$ cat src/rtl/cpu_ctrl_pkg.sv
`default_nettype none
// ============================================================================
// Module   : cpu_ctrl_pkg
// Purpose  : Shared command codes and FSM state encoding for the RV32 run
//            controller. The state values also appear on the debug pins.
// Ports    : none (package)
// Revision : 1.0 - initial release
// ============================================================================
package cpu_ctrl_pkg;

    localparam logic [2:0] CMD_NOP  = 3'd0;
    localparam logic [2:0] CMD_LOAD = 3'd1;
    localparam logic [2:0] CMD_RUN  = 3'd2;
    localparam logic [2:0] CMD_HALT = 3'd3;
    localparam logic [2:0] CMD_STEP = 3'd4;

    typedef enum logic [2:0] {
        ST_IDLE = 3'd0,
        ST_LOAD = 3'd1,
        ST_RUN  = 3'd2,
        ST_HALT = 3'd3,
        ST_STEP = 3'd4
    } state_t;

    // Core is out of reset in these states.
    function automatic logic core_released(state_t s);
        return (s == ST_RUN) || (s == ST_HALT) || (s == ST_STEP);
    endfunction

    // Pipeline advances in these states.
    function automatic logic core_enabled(state_t s);
        return (s == ST_RUN) || (s == ST_STEP);
    endfunction

endpackage
`default_nettype wire

$ cat src/rtl/cpu_run_controller_if.sv
`default_nettype none
// ============================================================================
// Module   : cpu_run_controller_if
// Purpose  : Bundles the host command/byte inputs and the IMEM/core control
//            outputs of the run controller.
// Ports    : master - host side (drives cmd/data, observes status)
//            slave  - controller side
// Revision : 1.0 - initial release
// ============================================================================
interface cpu_run_controller_if #(
    parameter int WIDTH   = 32,
    parameter int IMEM_AW = 6,
    parameter int CNT_W   = 16
) ();
    logic               cmd_valid;
    logic [2:0]         cmd;
    logic               data_valid;
    logic [7:0]         data_in;
    logic               imem_we;
    logic [IMEM_AW-1:0] imem_waddr;
    logic [WIDTH-1:0]   imem_wdata;
    logic               cpu_rst;
    logic               cpu_en;
    logic [2:0]         state;
    logic               overflow;
    logic [CNT_W-1:0]   run_cycles;

    modport master (
        output cmd_valid, cmd, data_valid, data_in,
        input  imem_we, imem_waddr, imem_wdata, cpu_rst, cpu_en,
               state, overflow, run_cycles
    );

    modport slave (
        input  cmd_valid, cmd, data_valid, data_in,
        output imem_we, imem_waddr, imem_wdata, cpu_rst, cpu_en,
               state, overflow, run_cycles
    );
endinterface
`default_nettype wire

$ cat src/rtl/byte_word_assembler.sv
`default_nettype none
// ============================================================================
// Module   : byte_word_assembler
// Purpose  : Packs bytes little-endian into WIDTH-bit words and emits a
//            registered one-cycle write pulse per completed (or flushed,
//            zero-padded) word.
// Ports    : clk, rst     - clock, synchronous active-high reset
//            clear        - drop any partial word, index back to lane 0
//            byte_in/valid- incoming byte and its strobe
//            flush        - write out a partial word now
//            word/we      - registered word and write pulse
//            fire         - combinational: a write is issued this edge
// Revision : 1.0 - initial release
// ============================================================================
module byte_word_assembler #(
    parameter int WIDTH = 32
) (
    input  wire logic             clk,
    input  wire logic             rst,
    input  wire logic             clear,
    input  wire logic [7:0]       byte_in,
    input  wire logic             valid,
    input  wire logic             flush,
    output logic      [WIDTH-1:0] word,
    output logic                  we,
    output logic                  fire
);
    localparam int LANES = WIDTH / 8;
    localparam int IDX_W = (LANES > 1) ? $clog2(LANES) : 1;

    logic [WIDTH-1:0] r_acc;
    logic [WIDTH-1:0] w_acc_next;
    logic [WIDTH-1:0] r_word;
    logic [IDX_W-1:0] r_idx;
    logic             r_we;
    logic             w_last;
    logic             w_fire;

    // The accumulator is zeroed after every write, so a flushed partial
    // word is automatically zero-padded in its unfilled upper lanes.
    always_comb begin
        w_acc_next = r_acc;
        for (int i = 0; i < LANES; i++) begin
            if (valid && (r_idx == IDX_W'(i))) begin
                w_acc_next[i*8 +: 8] = byte_in;
            end
        end
    end

    // A byte arriving with flush is consumed first; if it completes the
    // word this is still a single write.
    assign w_last = valid && (r_idx == IDX_W'(LANES - 1));
    assign w_fire = w_last || (flush && (valid || (r_idx != '0)));

    always_ff @(posedge clk) begin
        if (rst) begin
            r_acc  <= '0;
            r_idx  <= '0;
            r_word <= '0;
            r_we   <= 1'b0;
        end else if (clear) begin
            r_acc  <= '0;
            r_idx  <= '0;
            r_we   <= 1'b0;
        end else begin
            r_we <= w_fire;
            if (w_fire) begin
                r_word <= w_acc_next;
                r_acc  <= '0;
                r_idx  <= '0;
            end else if (valid) begin
                r_acc  <= w_acc_next;
                r_idx  <= r_idx + IDX_W'(1);
            end
        end
    end

    assign word = r_word;
    assign we   = r_we;
    assign fire = w_fire;

endmodule
`default_nettype wire

$ cat src/rtl/cpu_run_controller.sv
`default_nettype none
// ============================================================================
// Module   : cpu_run_controller
// Purpose  : Bring-up sequencer for the pipelined RV32 core. Loads program
//            bytes into IMEM while the core is held in reset, then provides
//            RUN / HALT / single-STEP control and a saturating cycle counter.
// Ports    : clk, rst - clock, synchronous active-high reset
//            bus      - slave side of cpu_run_controller_if:
//                       cmd_valid/cmd, data_valid/data_in (host inputs),
//                       imem_we/imem_waddr/imem_wdata (IMEM write port),
//                       cpu_rst/cpu_en (core control), state, overflow,
//                       run_cycles (status)
// Revision : 1.0 - initial release
// ============================================================================
module cpu_run_controller
    import cpu_ctrl_pkg::*;
#(
    parameter int WIDTH   = 32,
    parameter int IMEM_AW = 6,
    parameter int CNT_W   = 16
) (
    input  wire logic          clk,
    input  wire logic          rst,
    cpu_run_controller_if.slave bus
);
    state_t             r_state;
    state_t             w_next;

    logic               w_byte_ok;
    logic               w_flush;
    logic               w_load_entry;
    logic               w_fire;
    logic               w_we;
    logic [WIDTH-1:0]   w_word;

    logic [IMEM_AW-1:0] r_addr;
    logic               r_full;
    logic [IMEM_AW-1:0] r_waddr;
    logic               r_ovf;
    logic [CNT_W-1:0]   r_cnt;
    logic               r_cpu_rst;
    logic               r_cpu_en;

    // ---------------- FSM ----------------
    always_ff @(posedge clk) begin
        if (rst) begin
            r_state <= ST_IDLE;
        end else begin
            r_state <= w_next;
        end
    end

    always_comb begin
        w_next = r_state;
        case (r_state)
            ST_IDLE: begin
                if (bus.cmd_valid && (bus.cmd == CMD_LOAD)) w_next = ST_LOAD;
                if (bus.cmd_valid && (bus.cmd == CMD_RUN))  w_next = ST_RUN;
            end
            ST_LOAD: begin
                if (bus.cmd_valid && (bus.cmd == CMD_RUN))  w_next = ST_RUN;
            end
            ST_RUN: begin
                if (bus.cmd_valid && (bus.cmd == CMD_HALT)) w_next = ST_HALT;
                if (bus.cmd_valid && (bus.cmd == CMD_LOAD)) w_next = ST_LOAD;
            end
            ST_HALT: begin
                if (bus.cmd_valid && (bus.cmd == CMD_RUN))  w_next = ST_RUN;
                if (bus.cmd_valid && (bus.cmd == CMD_STEP)) w_next = ST_STEP;
                if (bus.cmd_valid && (bus.cmd == CMD_LOAD)) w_next = ST_LOAD;
            end
            ST_STEP: begin
                w_next = ST_HALT;
            end
            default: begin
                w_next = ST_IDLE;
            end
        endcase
    end

    assign w_load_entry = (w_next == ST_LOAD) && (r_state != ST_LOAD);
    assign w_byte_ok    = (r_state == ST_LOAD) && bus.data_valid && !r_full;
    assign w_flush      = (r_state == ST_LOAD) && bus.cmd_valid && (bus.cmd == CMD_RUN);

    // ---------------- Byte packing ----------------
    byte_word_assembler #(
        .WIDTH (WIDTH)
    ) u_asm (
        .clk     (clk),
        .rst     (rst),
        .clear   (w_load_entry),
        .byte_in (bus.data_in),
        .valid   (w_byte_ok),
        .flush   (w_flush),
        .word    (w_word),
        .we      (w_we),
        .fire    (w_fire)
    );

    // ---------------- Address, status, core control ----------------
    always_ff @(posedge clk) begin
        if (rst) begin
            r_addr    <= '0;
            r_full    <= 1'b0;
            r_waddr   <= '0;
            r_ovf     <= 1'b0;
            r_cnt     <= '0;
            r_cpu_rst <= 1'b1;
            r_cpu_en  <= 1'b0;
        end else begin
            // A final write issued on the RUN edge keeps the core in reset
            // for that one cycle so IMEM is never written under a live core.
            r_cpu_rst <= !core_released(w_next) || w_fire;
            r_cpu_en  <= core_enabled(w_next) && !w_fire;

            if (w_load_entry) begin
                r_addr <= '0;
                r_full <= 1'b0;
                r_ovf  <= 1'b0;
                r_cnt  <= '0;
            end else begin
                if (w_fire) begin
                    r_waddr <= r_addr;
                    // Top address is terminal: no wrap, later bytes drop.
                    if (r_addr == '1) begin
                        r_full <= 1'b1;
                    end else begin
                        r_addr <= r_addr + IMEM_AW'(1);
                    end
                end
                if ((r_state == ST_LOAD) && bus.data_valid && r_full) begin
                    r_ovf <= 1'b1;
                end
                // Counts cycles during which cpu_en was high.
                if (r_cpu_en && (r_cnt != '1)) begin
                    r_cnt <= r_cnt + CNT_W'(1);
                end
            end
        end
    end

    assign bus.imem_we    = w_we;
    assign bus.imem_waddr = r_waddr;
    assign bus.imem_wdata = w_word;
    assign bus.cpu_rst    = r_cpu_rst;
    assign bus.cpu_en     = r_cpu_en;
    assign bus.state      = r_state;
    assign bus.overflow   = r_ovf;
    assign bus.run_cycles = r_cnt;

endmodule
`default_nettype wire

$ cat src/flat_wrapper.sv
// flat-port wrapper written by rule: the top's interface ports become plain ports
module cpu_run_controller_flat import cpu_ctrl_pkg::*;
#(
    parameter int WIDTH   = 32,
    parameter int IMEM_AW = 6,
    parameter int CNT_W   = 16
)
  (clk, rst, bus_cmd_valid, bus_cmd, bus_data_valid, bus_data_in, bus_imem_we, bus_imem_waddr, bus_imem_wdata, bus_cpu_rst, bus_cpu_en, bus_state, bus_overflow, bus_run_cycles);
  cpu_run_controller_if #(.WIDTH(WIDTH), .IMEM_AW(IMEM_AW), .CNT_W(CNT_W)) bus_i ();
  input  wire logic clk;
  input  wire logic rst;
  input wire logic [$bits(bus_i.cmd_valid)-1:0] bus_cmd_valid;
  input wire logic [$bits(bus_i.cmd)-1:0] bus_cmd;
  input wire logic [$bits(bus_i.data_valid)-1:0] bus_data_valid;
  input wire logic [$bits(bus_i.data_in)-1:0] bus_data_in;
  output wire logic [$bits(bus_i.imem_we)-1:0] bus_imem_we;
  output wire logic [$bits(bus_i.imem_waddr)-1:0] bus_imem_waddr;
  output wire logic [$bits(bus_i.imem_wdata)-1:0] bus_imem_wdata;
  output wire logic [$bits(bus_i.cpu_rst)-1:0] bus_cpu_rst;
  output wire logic [$bits(bus_i.cpu_en)-1:0] bus_cpu_en;
  output wire logic [$bits(bus_i.state)-1:0] bus_state;
  output wire logic [$bits(bus_i.overflow)-1:0] bus_overflow;
  output wire logic [$bits(bus_i.run_cycles)-1:0] bus_run_cycles;
  assign bus_i.cmd_valid = bus_cmd_valid;
  assign bus_i.cmd = bus_cmd;
  assign bus_i.data_valid = bus_data_valid;
  assign bus_i.data_in = bus_data_in;
  assign bus_imem_we = bus_i.imem_we;
  assign bus_imem_waddr = bus_i.imem_waddr;
  assign bus_imem_wdata = bus_i.imem_wdata;
  assign bus_cpu_rst = bus_i.cpu_rst;
  assign bus_cpu_en = bus_i.cpu_en;
  assign bus_state = bus_i.state;
  assign bus_overflow = bus_i.overflow;
  assign bus_run_cycles = bus_i.run_cycles;
  cpu_run_controller #(.WIDTH(WIDTH), .IMEM_AW(IMEM_AW), .CNT_W(CNT_W)) u_core (.clk(clk), .rst(rst), .bus(bus_i));
endmodule
$ cat config.mk
export PLATFORM = sky130hd
export DESIGN_NAME = cpu_run_controller_flat
export DESIGN_NICKNAME = d
export VERILOG_FILES = /design/src/rtl/cpu_ctrl_pkg.sv /design/src/rtl/cpu_run_controller_if.sv /design/src/rtl/byte_word_assembler.sv /design/src/rtl/cpu_run_controller.sv /design/src/flat_wrapper.sv
export SDC_FILE = /design/constraint.sdc
export NUM_CORES = 1
export LEC_CHECK = 0
export CAP_MARGIN = 15
export CORE_MARGIN = 8
export CORE_UTILIZATION = 42
export DETAILED_ROUTE_END_ITERATION = 8
export PLACE_DENSITY = 0.74
export SYNTH_ARGS = -nofsm -noshare
export SYNTH_HDL_FRONTEND = slang
export SYNTH_SLANG_ARGS = --single-unit
$ cat constraint.sdc
create_clock -name clk -period 2.4 [get_ports clk]
set_input_delay 0.36 -clock clk [delete_from_list [all_inputs] [get_ports clk]]
set_output_delay 0.36 -clock clk [all_outputs]
set_load 0.05 [all_outputs]
==> results of run 1 <==
## how the worst max path moves through the flow
stage | from | end | slack (ns) | depth (start not counted)
after floorplan | u_core.bus.run_cycles[0] | u_core.bus.run_cycles[10] | 0.14 | 6
after global placement | bus_cmd_valid | u_core.bus.overflow | 0.14 | 7
after detailed placement | bus_cmd[1] | u_core.u_asm.r_acc[27] | 0.08 | 8
after global routing | u_core.bus.state[0] | bus_state[0] | 0.14 | 1
after CTS | u_core.bus.state[0] | bus_state[0] | 0.20 | 1
final | u_core.bus.state[0] | bus_state[0] | 0.20 | 1
## layer usage
metal,global-route usage,wire (um),part of all wire
met5,0,0,0
met4,0.0674,157,0.017
met3,0.0422,530,0.057
met2,0.243,4470,0.48
met1,0.162,4160,0.45
## placed cells by master, fill, tap and decap left out, types with 3 or more instances in the layout
master and count:
a21oi_1 17, nand2_2 4, nor2_1 92, xor2_1 4
a211oi_1 13, clkdlybuf4s50_1 74, nand3_1 7, inv_8 3
xnor2_1 10, nor3_1 9, o21ai_0 8, nor4_1 4
a211oi_2 21, nand2_1 24, ha_1 6, nand4_1 5
clkbuf_8 9, nor4b_1 3, buf_12 4, mux2i_1 35
and3_1 3, inv_1 5, dfxtp_1 102, buf_4 7
## state kept, by name, summed over array words and instances (netlist names)
name / cells
u_core.u_asm.r_acc: 32
u_core.bus.state: 3
u_core.u_asm.r_idx: 2
u_core.u_asm.word: 32
u_core.bus.run_cycles: 16
u_core.bus.overflow: 1
u_core.r_full: 1
u_core.r_addr: 6
u_core.bus.cpu_rst: 1
u_core.bus.cpu_en: 1
u_core.bus.imem_waddr: 6
u_core.u_asm.we: 1
## per-stage QoR
stage | utilization | hold slack (ns) | instance area [sq um]
after global placement | 0.524 | 0.443 | 5070
after CTS | 0.547 | 0.426 | 5290
after global routing | 0.547 | 0.471 | 5290
final | 0.547 | 0.430 | 5290
after floorplan | - | 0.450 | 4160
after detailed placement | 0.524 | 0.452 | 5070
## final cells by class
class,instances,area share
well taps,133,0.0314
multi-input cells,296,0.372
inverters,5,0.00355
clock buffers,9,0.0234
clock inverters,7,0.0184
flip-flops and latches,102,0.386
repair buffers,86,0.166
## cells by family (layout without fill, tap and decap cells)
kind of cell | count (synthesis) | count (layout) | synth area share
AOI/OAI and AO/OA | 71 | 71 | 0.138
xor gates and xnor gates | 14 | 14 | 0.0295
adders and majority gates | 6 | 6 | 0.0181
buffers and inverters | 24 | 107 | 0.0370
DFF | 102 | 102 | 0.491
muxes | 35 | 35 | 0.0842
and+or+nand+nor | 170 | 170 | 0.202
## worst reg2reg max path, delay by kind of cell, from the launching register on
family	cells	cell delay (ns)
buffers and inverters	1	0.17
AOI/OAI and AO/OA	3	0.57
and+or+nand+nor	2	0.51
DFF	1	0.57
## power by group through the flow
stage / clock network (W) / registers, W / logic [W]
finish: 0.00119 / 0.00171 / 0.000162
detailed placement: 0 / 0.00175 / 0.000163
floorplan: 0 / 0.00176 / 0.0000705
global route: 0.00128 / 0.00171 / 0.000174
CTS: 0.00121 / 0.00171 / 0.000164
global placement: 0 / 0.00175 / 0.000161
==> results.yml, run 1 <==
setup_path:
  crit_family: "buffers and inverters"
  r2r_end: "u_core.r_addr[5]"
  cp_slowest_cell: "clkdlybuf4s50_1"
  r2r_setup_slack_ns: 0.52
  endpoint_kind: "output port"
  crit_type: "flop to output port"
  critPathBufInv: 1
  cp_max_fo: 10
  critPathRequiredTime_ns: 2.04
  r2r.worst_path.cells: 6
  path_cells: "clkdlybuf4s50_1"
  cpPeakStageDelay_ns: 0.89
  worstPathArrival_ns: 1.84
  reg2reg_from: "u_core.bus.state[0]"
  startpoint_type: "flop"
placed_design:
  place_inst: 622
  routabilityCongestion: 0.810
  dp_hpwl_mm: 6.81
  numPortBuffers: 75
  pre_cts_slack_ns: 0.0821
pwr:
  switching_share: 0.252
  p_total_w: 0.00306
  ir_drop_mv: 0.311
  p_int_w: 0.00229
  p_leak_nw: 1.96
  clock_power_share: 0.389
  switching_power_w: 0.000772
  pwr-share-comb: 0.053
  pwr-share-seq: 0.558
  p_per_area_nw_per_um2: 578
clock_network:
  clkLatencyLatePin_ns: 0.38
  clk_pin_slew_ns: 0.11
  cts_setup_buffers: 0
  cts_tree: "built"
  clock_sinks: 102
  hold_buffers: 0
  clockBufferDepth: 2
  cts_resized: 0
  cts_inserted_buffers: 9
  htreeDepth: 3
  cts_root_buf: "clkbuf_8"
sta:
  fin_crit_sh: 0.918
  hold_viol_final: 0
  fin_setup_tns_ns: 0
  grt_setup_unrepaired: "no"
  period_needed_ns: 2.20
  final_max_slew_viol_count: 0
  setup_viol: 0
  fmax_mhz: 454
  maxSlewHeadroom: 0.644
  worst_slack_ns: 0.197
  worst_pin_slew_ns: 0.534
  finalClockSkew_ns: 0.0149
logic_synthesis:
  synth_ff_type: "dfxtp_1"
  synth_top_area_frac: 0.491
  avgSynthCellArea_sq_um: 9.86
  synth_nets: 443
  synth_cell_types: 49
  async_flop_share: 0
  yosys_warnings: 0
  synth_common_cells: "dfxtp_1, nor2_1, mux2i_1"
  yosys-top-cells-area: "dfxtp_1, mux2i_1, nor2_1"
  synth_edf_count: 0
  netlist_instances: 422
  syn_area_sq_um: 4160
  synth.most_common_cell: "dfxtp_1"
  synth_seq_cells: 102
  yosys.area.top_type: "dfxtp_1"
  synth_seq_area_share: 0.491
detailed_routing:
  drc: 0
  post_drt_wl_per_cell_um: 14.6
  drtAntennaViolNets: 0
  drt-pass1-iter-count: 4
  routed_wl_mm: 9.32
  viasPerCell: 5.14
  first_iter_violations: 176
  via_count: 3282
hold_path:
  hold_depth: 2
  hp-class: "input port to flop"
  min_to: "u_core.bus.state[0]"
  hold_start: "rst"
layout:
  num-fill-cells: 872
  n_antenna_cell: 0
  multiInputGateArea_sq_um: 1970
  seq_area_sq_um: 2040
  drive_gt1_frac: 0.121
  area_growth_pct: 27.3
  fin_nets: 521
  fin_cells: 638
global_route:
  grt_overflow: 0
  track_usage: 0.143
  grt_pass1_wl_mm: 15.3
  grt_max_degree: 41
  grt_antenna_before_repair: 0
  first_global_vias: 3301
die:
  die_x_um: 116
  die_y_um: 116
  pin_count: 76
  start_util: 0.429
  rows: 36
  coreArea_sq_um: 9680
  dieArea_sq_um: 13300
outcome:
  status: "finished clean"
run:
  drv_cap: 0
Power figures use the tool's default switching activity.
==> inputs of run 2 (changes only) <==
Settings changed: CTS_CLUSTER_SIZE from default to 10, SKIP_LAST_GASP from default to 1.
==> results of run 2 <==
Same layout as run 1: the final DEF is identical, and so are final timing and power.
